### src/rtl/hub75_rx_capture.sv
// HUB75 receiver: synchronizes the panel lines, shifts serial RGB into a capture row,
// and on latch hands the row to a drain buffer that streams out column by column.
module hub75_rx_capture #(
  parameter int hpixel_p      = 64,
  parameter int segments_p    = 2,
  parameter int row_width_p   = 5,
  parameter int sync_stages_p = 2
) (
  input  logic                          clk,
  input  logic                          rst_n,
  input  logic                          i_serial_clk,
  input  logic [segments_p-1:0]         i_red,
  input  logic [segments_p-1:0]         i_green,
  input  logic [segments_p-1:0]         i_blue,
  input  logic                          i_latch_en,
  input  logic [row_width_p-1:0]        i_row_addr,
  input  logic                          i_clr_err,
  output logic                          o_wr_valid,
  input  logic                          i_wr_ready,
  output logic [row_width_p-1:0]        o_wr_row,
  output logic [$clog2(hpixel_p)-1:0]   o_wr_col,
  output logic [segments_p-1:0][2:0]    o_wr_data,
  output logic                          o_wr_last,
  output logic [$clog2(hpixel_p+1)-1:0] o_bit_cnt,
  output logic                          o_err_len,
  output logic                          o_err_ovf,
  output logic                          o_err_drop
);

  localparam int CW = $clog2(hpixel_p);
  localparam int BW = $clog2(hpixel_p + 1);
  localparam int IW = 2 + 3 * segments_p + row_width_p;
  localparam logic [CW-1:0] LAST_COL = CW'(hpixel_p - 1);
  localparam logic [BW-1:0] FULL_CNT = BW'(hpixel_p);

  typedef logic [segments_p-1:0][2:0] pix_t;
  typedef pix_t [hpixel_p-1:0]        line_t;
  typedef enum logic {S_IDLE, S_DRAIN} state_t;

  // All HUB75 lines travel through one shared synchronizer so they stay aligned.
  logic [sync_stages_p-1:0][IW-1:0] r_sync;
  logic [IW-1:0]                    w_in;
  logic [IW-1:0]                    w_s;
  logic                             w_s_serial;
  logic                             w_s_latch;
  logic [row_width_p-1:0]           w_s_row;
  pix_t                             w_pix;

  assign w_in       = {i_serial_clk, i_latch_en, i_red, i_green, i_blue, i_row_addr};
  assign w_s        = r_sync[sync_stages_p-1];
  assign w_s_serial = w_s[IW-1];
  assign w_s_latch  = w_s[IW-2];
  assign w_s_row    = w_s[row_width_p-1:0];

  // NOTE: every variable driven in always_comb gets a default first, so no path infers a latch.
  always_comb begin
    w_pix = '0;
    for (int s = 0; s < segments_p; s++) begin
      w_pix[s] = {w_s[IW-3-(segments_p-1)+s],
                  w_s[IW-3-segments_p-(segments_p-1)+s],
                  w_s[IW-3-2*segments_p-(segments_p-1)+s]};
    end
  end

  logic         r_serial_prev;
  logic         r_latch_prev;
  logic         w_ser_rise;
  logic         w_lat_rise;
  logic         w_store;
  logic [BW-1:0] w_cnt_post;
  logic [BW-1:0] r_bit_cnt;
  line_t        r_cap;
  line_t        r_drn;
  line_t        w_cap_next;
  logic [row_width_p-1:0] r_drn_row;
  logic         r_err_len;
  logic         r_err_ovf;
  logic         r_err_drop;
  state_t       r_state;
  state_t       w_state_next;
  logic [CW-1:0] r_col;
  logic [CW-1:0] w_col_next;

  assign w_ser_rise = w_s_serial & ~r_serial_prev;
  assign w_lat_rise = w_s_latch & ~r_latch_prev;
  assign w_store    = w_ser_rise & (r_bit_cnt != FULL_CNT);
  assign w_cnt_post = r_bit_cnt + BW'(w_store);

  // The row handed over on latch already contains a bit stored in the same cycle.
  always_comb begin
    w_cap_next = r_cap;
    if (w_store) w_cap_next[r_bit_cnt[CW-1:0]] = w_pix;
  end

  // NOTE: sequential state uses non-blocking assignments only, so every flop sees pre-edge values.
  always_ff @(posedge clk) begin
    if (!rst_n) begin
      r_sync <= '0;
    end else begin
      r_sync <= {r_sync[sync_stages_p-2:0], w_in};
    end
  end

  // NOTE: the row buffers are reset because unwritten columns must read back as zero.
  always_ff @(posedge clk) begin
    if (!rst_n) begin
      r_serial_prev <= 1'b0;
      r_latch_prev  <= 1'b0;
      r_cap         <= '0;
      r_drn         <= '0;
      r_drn_row     <= '0;
      r_bit_cnt     <= '0;
      r_err_len     <= 1'b0;
      r_err_ovf     <= 1'b0;
      r_err_drop    <= 1'b0;
    end else begin
      r_serial_prev <= w_s_serial;
      r_latch_prev  <= w_s_latch;
      if (w_lat_rise) begin
        if (r_state == S_IDLE) begin
          r_drn     <= w_cap_next;
          r_drn_row <= w_s_row;
        end
        r_cap     <= '0;
        r_bit_cnt <= '0;
      end else begin
        r_cap     <= w_cap_next;
        r_bit_cnt <= w_cnt_post;
      end
      r_err_len  <= (r_err_len & ~i_clr_err) | (w_lat_rise & (w_cnt_post != FULL_CNT));
      r_err_ovf  <= (r_err_ovf & ~i_clr_err) | (w_ser_rise & (r_bit_cnt == FULL_CNT));
      r_err_drop <= (r_err_drop & ~i_clr_err) | (w_lat_rise & (r_state != S_IDLE));
    end
  end

  always_ff @(posedge clk) begin
    if (!rst_n) begin
      r_state <= S_IDLE;
      r_col   <= '0;
    end else begin
      r_state <= w_state_next;
      r_col   <= w_col_next;
    end
  end

  always_comb begin
    w_state_next = r_state;
    w_col_next   = r_col;
    case (r_state)
      S_IDLE: begin
        w_col_next = '0;
        if (w_lat_rise) w_state_next = S_DRAIN;
      end
      S_DRAIN: begin
        if (i_wr_ready) begin
          if (r_col == LAST_COL) begin
            w_state_next = S_IDLE;
            w_col_next   = '0;
          end else begin
            w_col_next = r_col + CW'(1);
          end
        end
      end
      default: w_state_next = S_IDLE;
    endcase
  end

  assign o_wr_valid = (r_state == S_DRAIN);
  assign o_wr_col   = r_col;
  assign o_wr_row   = r_drn_row;
  assign o_wr_data  = o_wr_valid ? r_drn[r_col] : '0;
  assign o_wr_last  = o_wr_valid & (r_col == LAST_COL);
  assign o_bit_cnt  = r_bit_cnt;
  assign o_err_len  = r_err_len;
  assign o_err_ovf  = r_err_ovf;
  assign o_err_drop = r_err_drop;

endmodule
### config.mk
export PLATFORM = sky130hd
export DESIGN_NAME = hub75_rx_capture
export DESIGN_NICKNAME = d
export VERILOG_FILES = /design/src/rtl/hub75_rx_capture.sv
export SDC_FILE = /design/constraint.sdc
export NUM_CORES = 1
export LEC_CHECK = 0
export BUFFER_PORTS_ARGS = -buffer_cell sky130_fd_sc_hd__buf_2
export CORE_MARGIN = 4
export CORE_UTILIZATION = 41
export CTS_BUF_LIST = sky130_fd_sc_hd__clkbuf_4 sky130_fd_sc_hd__clkbuf_8 sky130_fd_sc_hd__clkbuf_16
export DETAILED_ROUTE_END_ITERATION = 10
export PLACE_DENSITY = 0.61
export SLEW_MARGIN = 20
export SYNTH_ARGS = -nofsm -noshare
export SYNTH_HDL_FRONTEND = slang
export SYNTH_SLANG_ARGS = --single-unit
### constraint.sdc
create_clock -name clk -period 2.68 [get_ports clk]
set_input_delay 0.402 -clock clk [delete_from_list [all_inputs] [get_ports clk]]
set_output_delay 0.402 -clock clk [all_outputs]
set_load 0.01 [all_outputs]
Word-level counts from Yosys, hierarchy flattened. Cells that the tools add are included.

Register bits: 818. Input bits: 17. Output and inout port bits: 29. Word-level logic and storage cells: 312.

Add/subtract/negate cells: 2. Order comparisons: 3. Equal/unequal tests: 5. Muxes and demuxes: 14. Bitwise logic cells: 18. Reduce and logical (&&, ||, !) cells: 3.

Operators by type and width (count): $bwmux W384 (1); $mux W384 (1); $bmux W6 S6 (1); $demux W6 S6 (1); $mux W6 (5); $lt A6 B7 Y1 const B (2); $ne A7 B7 Y1 const B (2); $pmux W6 S2 (1); $and A1 B1 Y1 (10); $add A7 B1 Y7 (1); $eq A7 B7 Y1 const B (1); $add A6 B1 Y6 const B (1); $eq A6 B6 Y1 const B (1); $ge A6 B1 Y1 const B (1); $not A1 Y1 (5); $mux W1 (3); $or A1 B1 Y1 (3); $ne A2 B2 Y1 const B (1); $pmux W1 S2 (1); $reduce_and A2 Y1 (1); $reduce_or A2 Y1 (1); $logic_and A1 B1 Y1 (1).

Longest topological paths before layout. Gate-level depths: netlist of run 1.

Depth after elaboration: 7. Gate-level depth with buffers: 12. Mapped depth without buffers: 11.

Worst setup path before layout of run 1. No wires, ideal clock.

Path type: register to output. From: reg r_col[0], in the netlist o_wr_col[0]. To: out o_wr_data[4] (netlist bit). Arrival: 2.085 ns. Data required time: 2.278 ns. Path slack: 0.193 ns. Stages on the path, launching flop included: 8. Buffers on the path: 3. Cells stage by stage: dfxtp_1 buf_6 buf_6 buf_6 mux4_2 mux4_2 nand3b_1 nand3_1.

RTL lines: from (decl) (line 81) `logic [CW-1:0] r_col;`; from (signal assigned) (line 142) `r_col <= w_col_next;`; to (decl) (line 22) `output logic [segments_p-1:0][2:0] o_wr_data,`.

==> impl_results.rst, run 1 <==
.. list-table::
   :header-rows: 1

   * - Metric
     - Value
   * - Run status
     - finished, violations left
   * - Violations in the final reports
     - setup timing
   * - Vias per inst
     - 5.45
   * - Commonest cells post-synth
     - sky130_fd_sc_hd__dfxtp_1 (818), sky130_fd_sc_hd__nor2_1 (794), sky130_fd_sc_hd__mux2i_1 (404)
   * - Chip width
     - about 290 um
   * - Setup total negative slack
     - -3.58 ns
   * - CTS buffer count
     - 86
   * - First drt pass iteration count
     - 5
   * - Fraction of the mapped netlist area in compound gates
     - 10.4%
   * - Number of global-route vias before repair
     - ~23000
   * - Number of DRC markers in iteration 0
     - 1564
   * - Detailed placer's ending HPWL
     - 55.2 mm
   * - H-Tree Level Count
     - 3
   * - Logic pwr share
     - 5.2%
   * - # placed instances
     - 3951
   * - Number of core rows
     - 101
   * - RSZ-0062 raised after global routing
     - yes
   * - Final-layout fill cell count
     - 6773
   * - Origin of the critical flop-to-flop path
     - o_bit_cnt[1]
   * - Post-Syn Area per Cell
     - about 11 um^2
   * - Die span in y
     - roughly 290 um
   * - Dominant cells by area after synthesis
     - sky130_fd_sc_hd__dfxtp_1 (52%), sky130_fd_sc_hd__mux2i_1 (13%), sky130_fd_sc_hd__nor2_1 (9.4%), sky130_fd_sc_hd__a211oi_1 (8.4%), sky130_fd_sc_hd__mux4_2 (7.6%)
   * - Setup slack at placement
     - -0.105 ns
   * - Post-route worst hold slack
     - 0.0550 ns
   * - Final Instance Area
     - 37300 um^2
   * - Count of cells along the worst register-to-register path
     - 11
   * - Total grt overflow
     - 0
   * - Effective utilization at floorplan
     - approximately 42%
   * - Transition time at the pin with the least slew margin
     - approximately 0.8 ns
   * - Total GRT Usage
     - just over 20%
   * - Count of warnings emitted by yosys
     - 0
   * - Rel. slew slack
     - around 47%
   * - IR Drop Worst-Case VDD
     - roughly 0.54 mV
   * - RD Place Congestion
     - 0.908
   * - Post-route antenna net violation count
     - 0
   * - Gate count of the mapped netlist
     - ~3000
   * - Dominant cell by count in the synthesized netlist
     - sky130_fd_sc_hd__dfxtp_1
   * - Number of enable flip-flop cells after synthesis
     - 0
   * - Root Driver
     - sky130_fd_sc_hd__clkbuf_16
   * - Final WS setup
     - -0.633 ns
   * - Crit path required time
     - approximately 2.3 ns
   * - Area taken by multi-input logic gates
     - 14500 um^2
   * - Antenna violations before repair
     - 2
   * - Switching part of the total
     - 22.4%
   * - Critical path capture point type
     - primary output
   * - Final setup viols
     - 6
   * - Worst r2r dst
     - o_err_len
   * - Pwr Total
     - 26.4 mW
   * - Asr flop ratio synth
     - 0%
   * - Leakage Power
     - 14.4 nW
   * - Synthesized-area fraction occupied by xor and xnor cells
     - 0.248%
   * - Worst EP arrival
     - 2.91 ns
   * - Primary FF master, synth
     - sky130_fd_sc_hd__dfxtp_1
   * - Flip-flop and latch count after synthesis
     - 818
   * - Launching element type of the critical path
     - register
   * - Sequential Power Share
     - 48.1%
   * - I/O Buffers
     - 45
   * - Simple-gate area share of the yosys netlist
     - 13.6%
   * - Routed WL
     - 85.7 mm
   * - Via count
     - 22516
   * - Multiplexer fraction of the synthesized cell area
     - slightly above 20%
   * - NetSw
     - between 5 and 6 mW
   * - Peak Freq
     - around 0.3 GHz
   * - Yosys top cell by area
     - sky130_fd_sc_hd__dfxtp_1
   * - Setup crit start
     - o_wr_col[0]
   * - Min Clock Period, post-route
     - 3.31 ns
   * - Start-to-end type of the worst setup path
     - reg -> out
   * - Fraction of post-synthesis cell area in the top cell type by area
     - 51.6%
   * - Maximum number of pins on one net before global-route repair
     - 89
   * - CTS clock-pin slew for the worst setup and hold paths
     - 0.06 ns
   * - Non-filler cells in the finished layout
     - 4132
   * - Max-cap check violation count
     - 0
   * - Final Hold Viols
     - 0
   * - Number of clock sinks
     - a little over 800
   * - Top fanout value on the critical path
     - 8
   * - Reg-to-reg slack, setup
     - around 0.27 ns
   * - Total die area
     - 81900 um^2
   * - Max Clock Skew
     - 0.0267 ns
   * - Type of the tightest min-delay check
     - in -> reg
   * - Clock latency at the later pin of the worst-skew pair
     - roughly 0.64 ns
   * - First-pass GRT wire length
     - between 100 and 150 mm
   * - Clock share of power
     - 46.7%
   * - Synth-to-Final Area Change
     - 17.7%
   * - Arithmetic-cell share of the synthesized area counting full adders, half adders and majority gates
     - 0.118%
   * - Number of nets in the finished design
     - around 3000
   * - Setup crit end
     - o_wr_data[5]
   * - Dominant combinational cell family by area after synthesis
     - multiplexers
   * - Cell-internal power
     - 20.5 mW
   * - Placeable core region
     - 76300 um^2
   * - DRC violation count after routing
     - 0
   * - Post-DP Area
     - about 34000 um^2
   * - Fraction of final layout cells with drive strength greater than 1
     - between 10% and 20%
   * - Number of unique standard cell types used by synthesis
     - 49
   * - Final slew viol count
     - 0
   * - Layout Utilization
     - 48.9%
   * - Net count after synthesis
     - 3039
   * - Synthesized cell area
     - roughly 32000 um^2
   * - Pwr dens
     - 708 nW/um^2
   * - Wire length per cell after detailed routing
     - 20.7 um
   * - Share of the cycle needed by the critical path after routing
     - 124%
   * - Post-synthesis sequential area ratio
     - 51.6%
   * - Clock buffer depth
     - 3
   * - Total I/O pin count
     - 46
   * - TritonCTS clock tree
     - built
   * - Footprint of the flip-flops and latches
     - 16400 um^2
## layout make-up
cell class / count / area share (%)
Antenna cell: 1 / 0.00670
Clock buffer: 129 / 7.13
Clock inverter: 27 / 0.878
Inverter: 6 / 0.0804
Multi-Input combinational cell: 1928 / 38.7
Sequential cell: 818 / 43.9
Tap cell: 1030 / 3.45
Timing Repair Buffer: 193 / 5.82
## registers in the layout (all words and copies together), names as in the netlist, 5 cells and up
name	count
r_cap	384
r_drn	384
r_sync	13
w_s	13
o_bit_cnt	7
o_wr_col	6
o_wr_row	5
## worst min path at each step
stage	startpoint	end	slack [ns]	cells past startpoint
2_1_floorplan	r_sync[0]	w_s[0]	0.41	1
3_3_place_gp	r_sync[3]	w_s[3]	0.42	1
3_5_place_dp	r_sync[10]	w_s[10]	0.43	1
4_1_cts	i_clr_err	o_err_len	0.02	4
5_1_grt	i_clr_err	o_err_len	0.06	4
6_report	i_clr_err	o_err_len	0.06	4
## layer usage
layer	global-route usage [%]	routed length [um]	up-vias
met5	0	0	-
met4	8.44	3180	0
met3	3.46	4460	158
met2	32.7	39100	605
met1	28.3	38900	11122
li1	-	-	10631
## cell usage in the layout (no fill, tap or decap), types with 8 or more instances in the layout
master / count
sky130_fd_sc_hd__nor2_8: 14
sky130_fd_sc_hd__mux4_2: 107
sky130_fd_sc_hd__dlygate4sd3_1: 13
sky130_fd_sc_hd__nor2_1: 793
sky130_fd_sc_hd__buf_2: 39
sky130_fd_sc_hd__clkinv_2: 14
sky130_fd_sc_hd__nor2b_1: 8
sky130_fd_sc_hd__buf_12: 49
sky130_fd_sc_hd__a211oi_1: 357
sky130_fd_sc_hd__dfxtp_2: 8
sky130_fd_sc_hd__dfxtp_1: 808
sky130_fd_sc_hd__a21oi_1: 14
sky130_fd_sc_hd__buf_4: 78
sky130_fd_sc_hd__nand2_2: 32
sky130_fd_sc_hd__and2_1: 29
sky130_fd_sc_hd__a211oi_2: 28
sky130_fd_sc_hd__a22oi_1: 9
sky130_fd_sc_hd__clkbuf_8: 19
sky130_fd_sc_hd__clkbuf_4: 20
sky130_fd_sc_hd__nand2_1: 25
sky130_fd_sc_hd__mux2i_1: 404
sky130_fd_sc_hd__nor2_4: 8
sky130_fd_sc_hd__clkbuf_16: 90
sky130_fd_sc_hd__nor2_2: 9
## logic make-up (layout without fill, tap and decap cells)
group                    count (synthesis)  count (layout)
adder cells (fa/ha/maj)                  3               3
AND/OR/NAND/NOR                        976             976
other                                    0               1
multiplexers                           511             511
buffers and inverters                  273             355
XOR/XNOR                                 9               9
flip-flops                             818             818
AO/OA/AOI/OAI                          429             429
## worst max-delay path, stage by stage (launching register included)
cell                       delay (ns)
sky130_fd_sc_hd__dfxtp_4         0.41
sky130_fd_sc_hd__buf_12          0.13
sky130_fd_sc_hd__buf_12          0.13
sky130_fd_sc_hd__mux4_2          0.50
sky130_fd_sc_hd__mux4_2          0.55
sky130_fd_sc_hd__nand2b_4        0.18
sky130_fd_sc_hd__nand3_4         0.12
sky130_fd_sc_hd__o21ai_4         0.10
sky130_fd_sc_hd__buf_6           0.16
## power by group through the flow
| stage | Combinational, mW | Sequential [mW] | Clock (mW) |
|---|---|---|---|
| final | 1.38 | 12.7 | 12.3 |
| after global routing | 1.52 | 12.7 | 13.1 |
| after CTS | 1.38 | 12.7 | 12.5 |
| after detailed placement | 1.33 | 13.0 | 0 |
| after global placement | 1.30 | 13.0 | 0 |
| after floorplan | 0.937 | 12.8 | 0 |
## timing repair
item,4_1_cts,5_1_grt
hold buffers,13,0
buffers inserted,8,0
endpoints found under the hold margin,13,0
gates cloned,4,0
setup endpoints to repair,7,8
resized for setup,52,5
pin swaps,2,3
No activity file was read; power rests on OpenSTA's default activity.
==> run 2: changes to the inputs <==
--- a/config.mk
+++ b/config.mk
@@ -6,10 +6,12 @@
 export NUM_CORES = 1
 export LEC_CHECK = 0
 export BUFFER_PORTS_ARGS = -buffer_cell sky130_fd_sc_hd__buf_2
+export CAP_MARGIN = 10
 export CORE_MARGIN = 4
 export CORE_UTILIZATION = 41
 export CTS_BUF_LIST = sky130_fd_sc_hd__clkbuf_4 sky130_fd_sc_hd__clkbuf_8 sky130_fd_sc_hd__clkbuf_16
 export DETAILED_ROUTE_END_ITERATION = 10
+export GPL_TIMING_DRIVEN = 0
 export PLACE_DENSITY = 0.61
 export SLEW_MARGIN = 20
 export SYNTH_ARGS = -nofsm -noshare
==> impl_results.rst, run 2 (synthesized netlist as in run 1, its figures left out) <==
.. list-table::
   :header-rows: 1

   * - Metric
     - Value
   * - Run status
     - finished, violations left
   * - Violations in the final reports
     - setup timing
   * - Via count
     - 23394
   * - Clock buffer depth
     - 3
   * - Chip width
     - roughly 290 um
   * - Vias per inst
     - 5.48
   * - Max Clock Skew
     - 0.0260 ns
   * - Number of global-route vias before repair
     - between 20000 and 25000
   * - Worst r2r dst
     - r_drn[69]
   * - Largest stage delay on the critical path
     - approximately 0.42 ns
   * - Leakage Power
     - 14.2 nW
   * - Count of cells along the worst register-to-register path
     - 4
   * - Most common cell after layout, fill and taps aside
     - sky130_fd_sc_hd__dfxtp_1
   * - Synth-to-Final Area Change
     - 16.7%
   * - Delay-heaviest family, CP
     - buffers and inverters
   * - Total I/O pin count
     - 46
   * - CTS clock-pin slew for the worst setup and hold paths
     - 0.06 ns
   * - RSZ-0062 raised after global routing
     - yes
   * - Met1 GRT Util
     - 32.1%
   * - Worst-path cell chain
     - buf_6 > buf_6 > clkbuf_16 > buf_8 > mux4_2 > mux2i_2 > a22oi_1 > nand3_2 > o21ai_4 > buf_6
   * - Number of core rows
     - 101
   * - Setup crit end
     - o_wr_data[1]
   * - Antenna violations before repair
     - 1
   * - GRT Max-Usage Layer
     - met2
   * - Clock latency at the later pin of the worst-skew pair
     - 0.65 ns
   * - Antenna fix cells
     - 0
   * - Transition time at the pin with the least slew margin
     - 1.20 ns
   * - Cell count along the critical path
     - 10
   * - Pwr dens
     - around 710 nW/um^2
   * - IR Drop Worst-Case VDD
     - 0.414 mV
   * - DRC violation count after routing
     - 0
   * - Final slew viol count
     - 0
   * - RD Place Congestion
     - 0.942
   * - Total die area
     - roughly 82000 um^2
   * - Post-DP Area
     - 33300 um^2
   * - Commonest non-fill, non-tap cells in the layout
     - sky130_fd_sc_hd__dfxtp_1 (816), sky130_fd_sc_hd__nor2_1 (793), sky130_fd_sc_hd__mux2i_1 (391), sky130_fd_sc_hd__a211oi_1 (357), sky130_fd_sc_hd__clkbuf_1 (179)
   * - Global routing met3 resource utilization
     - under 10%
   * - Reg-to-reg slack, setup
     - -0.02 ns
   * - Largest regs
     - r_cap (384), r_drn (384)
   * - Worst path slowest cell
     - sky130_fd_sc_hd__dfxtp_2
   * - Final setup viols
     - 7
   * - Effective utilization at floorplan
     - 41.6%
   * - TritonCTS clock tree
     - built
   * - Max-cap check violation count
     - 0
   * - Origin of the critical flop-to-flop path
     - w_s[6]
   * - Number of DRC markers in iteration 0
     - 1840
   * - Met2 GRT Util
     - 36.0%
   * - Critical path capture point type
     - primary output
   * - Setup crit start
     - o_wr_col[1]
   * - Detailed placer's ending HPWL
     - approximately 65 mm
   * - First-pass GRT wire length
     - 145 mm
   * - Fraction of final layout cells with drive strength greater than 1
     - around 16%
   * - Final WS setup
     - -0.793 ns
   * - Crit-path most repeated cell
     - sky130_fd_sc_hd__buf_6
   * - Die span in y
     - 286 um
   * - H-Tree Level Count
     - 3
   * - Post-route worst hold slack
     - 0.0524 ns
   * - Start-to-end type of the worst setup path
     - reg -> out
   * - Maximum number of pins on one net before global-route repair
     - 15
   * - Total grt overflow
     - 0
   * - Share of the cycle needed by the critical path after routing
     - 130%
   * - Placeable core region
     - 76300 um^2
   * - Root Driver
     - sky130_fd_sc_hd__clkbuf_16
   * - Final Instance Area
     - between 30000 and 40000 um^2
   * - Rel. slew slack
     - 20.0%
   * - First drt pass iteration count
     - 7
   * - Routed WL
     - 96.7 mm
   * - I/O Buffers
     - between 40 and 50
   * - Final Hold Viols
     - 0
   * - Peak Freq
     - ~0.29 GHz
   * - Buffers & Inverters on Critical Path
     - 5
   * - Wire length per cell after detailed routing
     - 22.7 um
   * - Min Clock Period, post-route
     - 3.47 ns
   * - Post-route antenna net violation count
     - 0
   * - Worst EP arrival
     - between 3 and 4 ns
   * - Number of nets in the finished design
     - 3197
   * - Type of the tightest min-delay check
     - in -> reg
   * - Number of clock sinks
     - 818
   * - Top fanout value on the critical path
     - 11
   * - CTS buffer count
     - 85
   * - Launching element type of the critical path
     - register
   * - Crit path required time
     - 2.28 ns
   * - Total GRT Usage
     - 23.2%
run 2: changes by cell type in the layout (fill, tap and decap cells not counted), moves of 6 or more:
cell                       delta
sky130_fd_sc_hd__clkbuf_1   +179
sky130_fd_sc_hd__mux2i_2     +10
sky130_fd_sc_hd__dfxtp_1      +8
sky130_fd_sc_hd__mux2i_1     -13
sky130_fd_sc_hd__buf_1       +21
sky130_fd_sc_hd__buf_8        +7
sky130_fd_sc_hd__buf_12      -41
sky130_fd_sc_hd__nand3_4      -6
sky130_fd_sc_hd__buf_4       -69
sky130_fd_sc_hd__clkbuf_2    +10
sky130_fd_sc_hd__buf_2       +25
sky130_fd_sc_hd__dfxtp_2      -7
sky130_fd_sc_hd__buf_6        +8
run 2: timing repair:
| action | CTS | global route |
|---|---|---|
| setup endpoints to repair | 102 | 202 |
| endpoints found under the hold margin | 13 | 0 |
| setup buffers | 4 | 7 |
| cloned | 2 | 1 |
| hold buffers | 13 | 0 |
| gates resized for setup | 113 | 34 |
| pin swaps | 4 | 3 |
run 2: area by class of cell:
type	instances	area [um^2]
Buffer	265	1370
Clock buffer	124	2580
Clock inverter	25	287
Fill cell	7105	39300
Inverter	6	22.5
Multi-Input combinational cell	1928	14500
Sequential cell	818	16400
Tap cell	1030	1290
Timing Repair Buffer	73	622
run 2: how the worst min path moves through the flow:
stage,startpoint,to,cells past startpoint
final,i_clr_err,o_err_len,4
after global routing,i_clr_err,o_err_len,4
after CTS,i_clr_err,o_err_len,4
after detailed placement,r_sync[7],w_s[7],1
after global placement,r_sync[0],w_s[0],1
after floorplan,r_sync[0],w_s[0],1
run 2: layer usage:
metal,routed length [um],part of all wire [%]
met1,43300,45
met2,42900,44
met3,7300,7.5
met4,3170,3.3
met5,0,0
run 2: report_power, final:
group	switching [mW]	internal (mW)
Clock	4.95	7.17
Sequential	0.175	12.5
Combinational	0.984	0.505
run 2: worst min-delay path, delay by kind of cell:
kind                   cells  cell delay, ns
and+or+nand+nor            1            0.06
buffers and inverters      2            0.13
AOI/OAI and AO/OA          1            0.05
run 2: through the flow:
stage	utilization (%)	cells	setup WS [ns]	total power, mW	setup TNS (ns)
2_1_floorplan	-	3019	0.193	13.8	0
3_3_place_gp	43.6	4094	-1.38	14.3	-40.85
3_5_place_dp	43.6	4095	-1.38	14.3	-9.38
4_1_cts	48.1	4261	-0.791	26.4	-4.61
5_1_grt	48.5	4269	-0.821	27.0	-4.74
6_report	48.5	4269	-0.793	26.3	-4.64
